File: src/rtl/parity_step_counter.sv
// parity_step_counter: ODD / EVEN / programmable-STEP up/down counter with synchronous load,
// elaboration-time wrap-or-saturate range handling and terminal-count, saturation and error flags.
module parity_step_counter #(
   parameter int WIDTH   = 8,
   parameter int STEP_W  = 4,
   parameter bit WRAP_EN = 1'b1
) (
   input  logic              clk,
   input  logic              rst,
   input  logic              en_i,
   input  logic [1:0]        mode_i,
   input  logic              dir_i,
   input  logic [STEP_W-1:0] step_i,
   input  logic              load_i,
   input  logic [WIDTH-1:0]  load_val_i,
   output logic [WIDTH-1:0]  cnt_o,
   output logic              tc_o,
   output logic              sat_o,
   output logic              err_o
);

   typedef enum logic [1:0] {
      MODE_ODD  = 2'b00,
      MODE_EVEN = 2'b01,
      MODE_STEP = 2'b10,
      MODE_RSVD = 2'b11
   } mode_e;

   localparam logic [WIDTH-1:0] ZERO_VAL = {WIDTH{1'b0}};
   localparam logic [WIDTH-1:0] ONE_VAL  = {{(WIDTH-1){1'b0}}, 1'b1};
   localparam logic [WIDTH-1:0] ALL_ONES = {WIDTH{1'b1}};
   localparam logic [WIDTH-1:0] EVEN_TOP = {{(WIDTH-1){1'b1}}, 1'b0};
   localparam logic [WIDTH:0]   TWO_EXT  = {{(WIDTH-1){1'b0}}, 2'b10};

   // Parity helpers: ODD wants LSB=1, EVEN wants LSB=0.
   function automatic logic parity_ok(input logic [WIDTH-1:0] v, input logic want_odd);
      return (v[0] == want_odd);
   endfunction

   function automatic logic [WIDTH-1:0] parity_align(input logic [WIDTH-1:0] v, input logic want_odd);
      return {v[WIDTH-1:1], want_odd};
   endfunction

   logic [WIDTH-1:0] cnt_q, cnt_d;
   logic             tc_q, tc_d;
   logic             sat_q, sat_d;
   logic             err_q, err_d;

   mode_e            mode_s;
   logic             parity_mode_s;
   logic             want_odd_s;
   logic             illegal_s;
   logic [WIDTH:0]   step_ext_s;
   logic [WIDTH:0]   sum_s;
   logic             range_hit_s;
   logic [WIDTH-1:0] bound_s;

   // Mode decode, WIDTH+1-bit step arithmetic and clamp bound selection.
   always_comb begin
      mode_s        = mode_e'(mode_i);
      parity_mode_s = 1'b0;
      want_odd_s    = 1'b0;
      illegal_s     = 1'b0;
      step_ext_s    = TWO_EXT;
      case (mode_s)
         MODE_ODD: begin
            parity_mode_s = 1'b1;
            want_odd_s    = 1'b1;
         end
         MODE_EVEN: begin
            parity_mode_s = 1'b1;
            want_odd_s    = 1'b0;
         end
         MODE_STEP: begin
            step_ext_s = {{(WIDTH+1-STEP_W){1'b0}}, step_i};
            illegal_s  = (step_i == {STEP_W{1'b0}});
         end
         default: begin
            illegal_s = 1'b1;
         end
      endcase

      if (dir_i) begin
         sum_s = {1'b0, cnt_q} - step_ext_s;
      end else begin
         sum_s = {1'b0, cnt_q} + step_ext_s;
      end
      // The extra bit is the carry going up and the borrow going down.
      range_hit_s = sum_s[WIDTH];

      if (dir_i) begin
         bound_s = (mode_s == MODE_ODD) ? ONE_VAL : ZERO_VAL;
      end else begin
         bound_s = (mode_s == MODE_EVEN) ? EVEN_TOP : ALL_ONES;
      end
   end

   // Next-state selection: load > enabled step > hold (reset handled in the flop block).
   always_comb begin
      cnt_d = cnt_q;
      tc_d  = 1'b0;
      sat_d = sat_q;
      err_d = err_q;
      if (load_i) begin
         cnt_d = load_val_i;
         sat_d = 1'b0;
      end else if (en_i) begin
         if (illegal_s) begin
            err_d = 1'b1;
         end else if (parity_mode_s && !parity_ok(cnt_q, want_odd_s)) begin
            cnt_d = parity_align(cnt_q, want_odd_s);
            sat_d = 1'b0;
         end else if (!range_hit_s) begin
            cnt_d = sum_s[WIDTH-1:0];
            sat_d = 1'b0;
         end else if (WRAP_EN) begin
            cnt_d = sum_s[WIDTH-1:0];
            tc_d  = 1'b1;
         end else begin
            // tc only marks entry into the clamp, not each repeated clamp.
            cnt_d = bound_s;
            tc_d  = !sat_q;
            sat_d = 1'b1;
         end
      end else begin
         cnt_d = cnt_q;
      end
   end

   // State and flag registers with synchronous active-high reset.
   always_ff @(posedge clk) begin
      if (rst) begin
         cnt_q <= ZERO_VAL;
         tc_q  <= 1'b0;
         sat_q <= 1'b0;
         err_q <= 1'b0;
      end else begin
         cnt_q <= cnt_d;
         tc_q  <= tc_d;
         sat_q <= sat_d;
         err_q <= err_d;
      end
   end

   assign cnt_o = cnt_q;
   assign tc_o  = tc_q;
   assign sat_o = sat_q;
   assign err_o = err_q;

endmodule

File: config.mk
export PLATFORM = sky130hd
export DESIGN_NAME = parity_step_counter
export DESIGN_NICKNAME = d
export VERILOG_FILES = /design/src/rtl/parity_step_counter.sv
export SDC_FILE = /design/constraint.sdc
export NUM_CORES = 1
export LEC_CHECK = 0
export BUFFER_PORTS_ARGS = -buffer_cell sky130_fd_sc_hd__buf_2
export CORE_UTILIZATION = 30
export CTS_CLUSTER_SIZE = 30
export DETAILED_ROUTE_END_ITERATION = 10
export PLACE_DENSITY_LB_ADDON = 0.08
export SETUP_SLACK_MARGIN = 0.4
export SLEW_MARGIN = 10
export SYNTH_ARGS = -nofsm -noshare
export SYNTH_HDL_FRONTEND = slang
export SYNTH_SLANG_ARGS = --single-unit
File: constraint.sdc
create_clock -name clk -period 5.44 [get_ports clk]
set_input_delay 0.816 -clock clk [delete_from_list [all_inputs] [get_ports clk]]
set_output_delay 0.816 -clock clk [all_outputs]
set_load 0.02 [all_outputs]
# After elaboration in Yosys (flattened, before gate mapping)
# Cells that the tools add are included.
# Widths: inputs -> output; s select.
[op_classes]
n_eq_ne = 6
n_mux = 12
n_bitwise = 3
add_sub_neg = 2
reduce_logical = 12
[op_table]
columns = ["op", "count"]
rows = [
  ["$mux 8", 4],
  ["$add 8x9->9", 1],
  ["$mux 9", 1],
  ["$reduce_and 3->1", 3],
  ["$sub 8x9->9", 1],
  ["$mux 1", 5],
  ["$reduce_or 5->1", 1],
  ["$logic_not 4->1", 1],
  ["$mux 4", 1],
  ["$ne 2x2->1 const B", 2],
  ["$reduce_or 2->1", 2],
  ["$not 1->1", 3],
  ["$eq 2x1->1 const B", 1],
  ["$eq 2x2->1 const B", 1],
  ["$logic_not 2->1", 1],
  ["$ne 2x1->1 const B", 1],
  ["$pmux 1 s2", 1],
  ["$reduce_and 2->1", 1],
  ["$reduce_bool 2->1", 1],
  ["$eq 1x1->1", 1],
  ["$logic_and 1x1->1", 1],
  ["$logic_not 1->1", 1],
]
[word_totals]
output_inout_bits = 11
wordCells = 40
ff_bits = 11
inputBits = 19

# Depth between registers and ports, before layout
[depth]
word_depth = 9
ltp_mapped = 11
mapped_depth_nobuf = 11

# Worst setup path before layout
# No wires, ideal clock.
[synth_path]
path_kind = "input to register"
start = "in mode_i[0]"
end = "reg tc_q (netlist: tc_o)"
path_buffers = 0
arrival_time_ns = 2.854
setup_ns = 0.134
path_slack_ns = 2.451
required_time_ns = 5.306
path_stages = 10
path_cell_list = "and2b_1 nand2_1 ha_1 o21ai_0 fa_1 a211oi_1 o21ai_0 o31ai_1 xor2_1 nor4_1"
[synth_between]
elab_chain_len = 6
word_cells_on_any_way = 16
cone_classes = "add/sub (2); eq/ne (3); mux (6); reduce/logical (5)"
[synth_rtl]
columns = ["element", "line", "text"]
rows = [
  ["start: declaration", "11", "input logic [1:0] mode_i,"],
  ["branches (longest 6 deep; another with $add 8x9->9)", "--", ""],
  ["end signal: assignment", "139", "tc_q <= tc_d;"],
  ["end: declaration", "45", "logic tc_q, tc_d;"],
]
# Parallel ways; which one is timed is not known.
# A chain may end at the register's enable or synchronous reset.

# Worst setup path after layout
# Ends and elaborated chain as after synthesis.

==> results.yml <==
cts:
  cts_tree: "done"
  htree_levels: 1
  clockBufferDepth: 2
  cts_made_buffers: 3
  cts_hold_buf: 0
  post-cts-setup-buffer-count: 0
  cts_sinks: 10
  clk_pin_slew_worst_paths_ps: 70
  cts_resized: 0
  clock_latency_ps: 260
  clockRootBuffer: "clkbuf_4"
global_route:
  antenna_found_initial: 0
  grt_pass1_vias: 874
  grt_usage_pct: 15.9
  grt_overflow: 0
  grt_first_pass_wirelength_um: 4200
  grt_max_degree: 11
routing:
  drt_wl_total_um: 2610
  drc: 0
  dr.pass1.iters: 4
  drt_iter0_markers: 43
  via_count: 972
  ant_nets: 0
  avgViaCountPerCell: 4.96
  wl_per_cell_um: 13.3
worst_setup_path:
  r2r_slack_ps: 3280
  r2r_start: "cnt_o[0]$_SDFFE_PP0P_"
  rr_worst_depth: 9
  critPathMaxFanout: 6
  cp-end-kind: "flip-flop"
  critical_path_depth: 11
  r2r_end: "tc_o$_SDFF_PP0_"
  slowest_delay_ps: 490
  worstSetupPathType: "in2reg"
  path_cells: "buf_2 > and2b_1 > nand2_1 > ha_1 > o21ai_0 > fa_1 > a211oi_1 > o21ai_0 > o31ai_1 > xor2_1 > nor4_1"
  cp.required_ps: 5590
  critical_path.most_common_cell: "o21ai_0"
  critPathTopFamily: "compound AO/OA/AOI/OAI gates"
  crit_path_top_delay_cell: "fa_1"
  cp.arrival_ps: 3250
  cp_num_buf_inv: 1
  cp-endpoint: "tc_o$_SDFF_PP0_"
  startpoint_type: "input port"
  crit_start: "mode_i[0]"
layout:
  mostFrequentLayoutCells: "28 x buf_2, 11 x nor2_1, 11 x ha_1"
  area_growth_pct: 21.7
  final_common_cell: "buf_2"
  fillers: 355
  num_antenna_cells: 0
  fin_util_pct: 38.9
  num-nets-final: 184
  post-route-cell-area_mm2: 0.00121
  drive_gt1_share_pct: 26.3
sta:
  post-route-period-util_pct: 57.0
  skew_ps: 3.27
  layout_setup_ws_ps: 2340
  period_needed_ps: 3100
  drv_slew: 0
  hold_viol: 0
  setup_viol: 0
  slew_headroom_pct: 62.9
  rsz0062_at_grt: "no"
  worstMarginPinSlew_ps: 551
  setup_tns_ps: 0
  max_freq_mhz: 323
yosys:
  synthArstFlopShare_pct: 0
  synth-edff-count: 0
  synth.distinct_cells: 43
  synth_cells: 123
  syn-cell-area_um2: 991
  syn-num-nets: 154
  ys_ff_latch: 10
  seq_area_frac_synth_pct: 20.2
  yosys_warnings: 0
  avgSynthCellArea_um2: 8.06
  synth_ff_type: "dfxtp_1"
floorplanning:
  coreArea_mm2: 0.00310
  dieArea_mm2: 0.00354
  initial_utilization_pct: 31.9
  ios: 30
  dieHeight_um: 59.5
  die_x_um: 59.5
  num_rows: 20
flow_run:
  cap_violations: 0
pwr:
  p_sw_w: 0.0000945
  p_int_w: 0.000164
  power_w: 0.000258
  ir_drop_v: 0.000116
  clockPowerShare_pct: 25.9
  p_seq_share_pct: 32.8
  cellLeakagePower_nw: 0.564
  pwr-share-comb_pct: 41.3
  switching_share_pct: 36.6
  power_density_mw_per_mm2: 214
placed_design:
  io_buffer_count: 28
  globalplace.congestion: 0.799
  placed_area_mm2: 0.00117
  dp_hpwl_um: 2100
  place_ws_ps: 2060
outcome:
  status: "finished, final reports clean"
hold_path:
  hp-class: "reg2reg"
[worst min-delay path: cells and delay by family, from the launching register on]
family	cells	cell delay (ps)
DFF	1	320
and+or+nand+nor	2	120
[area by class of cell]
cell class / count / area, um^2 / share of cell area [%]
flip-flops and latches: 10 / 200 / 16.6
inverters: 6 / 22.5 / 1.87
multi-input cells: 104 / 752 / 62.3
clock buffers: 4 / 36.3 / 3.01
well taps: 44 / 55.1 / 4.56
repair buffers: 28 / 140 / 11.6
[Yosys cell counts, types with 2 or more instances]
master    count  area share [%]
ha_1         11              14
nor2_1       11             4.2
dfxtp_1      10              20
nand2_1      10             3.8
o21ai_0       9             4.5
a21oi_1       7             3.5
xor2_1        6             5.3
a21o_1        5             3.8
inv_1         5             1.9
a31oi_1       3             1.9
nand2b_1      3             1.9
nand3b_1      3             2.3
nand4_1       3             1.9
nor3_1        3             1.5
nor4_1        3             1.9
a222oi_1      2             2.0
nand3_1       2             1.0
nor2b_1       2             1.3
[sequential cells by signal (all words and copies together), names as in the netlist]
signal	cells
tc_o	1
cnt_o	8
err_o	1
[metal layers]
layer  part of all wire (%)  track usage (%)
met5                      0                0
met4                      0             2.04
met3                    3.4             3.28
met2                     43             23.9
met1                     54             23.7
[power by group through the flow]
stage | logic, W | clock network [W] | registers (W)
finish | 0.000107 | 0.0000670 | 0.0000848
global route | 0.000118 | 0.0000739 | 0.0000856
CTS | 0.000106 | 0.0000702 | 0.0000847
detailed placement | 0.000105 | 0 | 0.0000865
global placement | 0.000105 | 0 | 0.0000862
floorplan | 0.0000689 | 0 | 0.0000918
[per-stage QoR]
stage	hold WS, ps	std cells
3_3_place_gp	453	192
4_1_cts	479	196
6_report	476	196
5_1_grt	524	196
2_1_floorplan	555	123
3_5_place_dp	461	192
[logic make-up after synthesis]
logic type      synth area share [%]
compound gates                  27.4
xor+xnor                        6.19
fa+ha+maj                       15.9
buf+inv                         3.91
flops                           20.2
mux                             1.01
other cells                    0.378
simple gates                    25.0
[worst min path at each step]
stage	slack (ps)	cells past startpoint	end	startpoint
global placement	450	2	err_o$_SDFFE_PP0P_	err_o$_SDFFE_PP0P_
global route	520	2	err_o$_SDFFE_PP0P_	err_o$_SDFFE_PP0P_
floorplan	550	2	err_o$_SDFFE_PP0P_	err_o$_SDFFE_PP0P_
detailed placement	460	2	err_o$_SDFFE_PP0P_	err_o$_SDFFE_PP0P_
CTS	480	2	err_o$_SDFFE_PP0P_	err_o$_SDFFE_PP0P_
finish	480	2	err_o$_SDFFE_PP0P_	err_o$_SDFFE_PP0P_
Note: power is estimated with default switching activity, not from simulation.
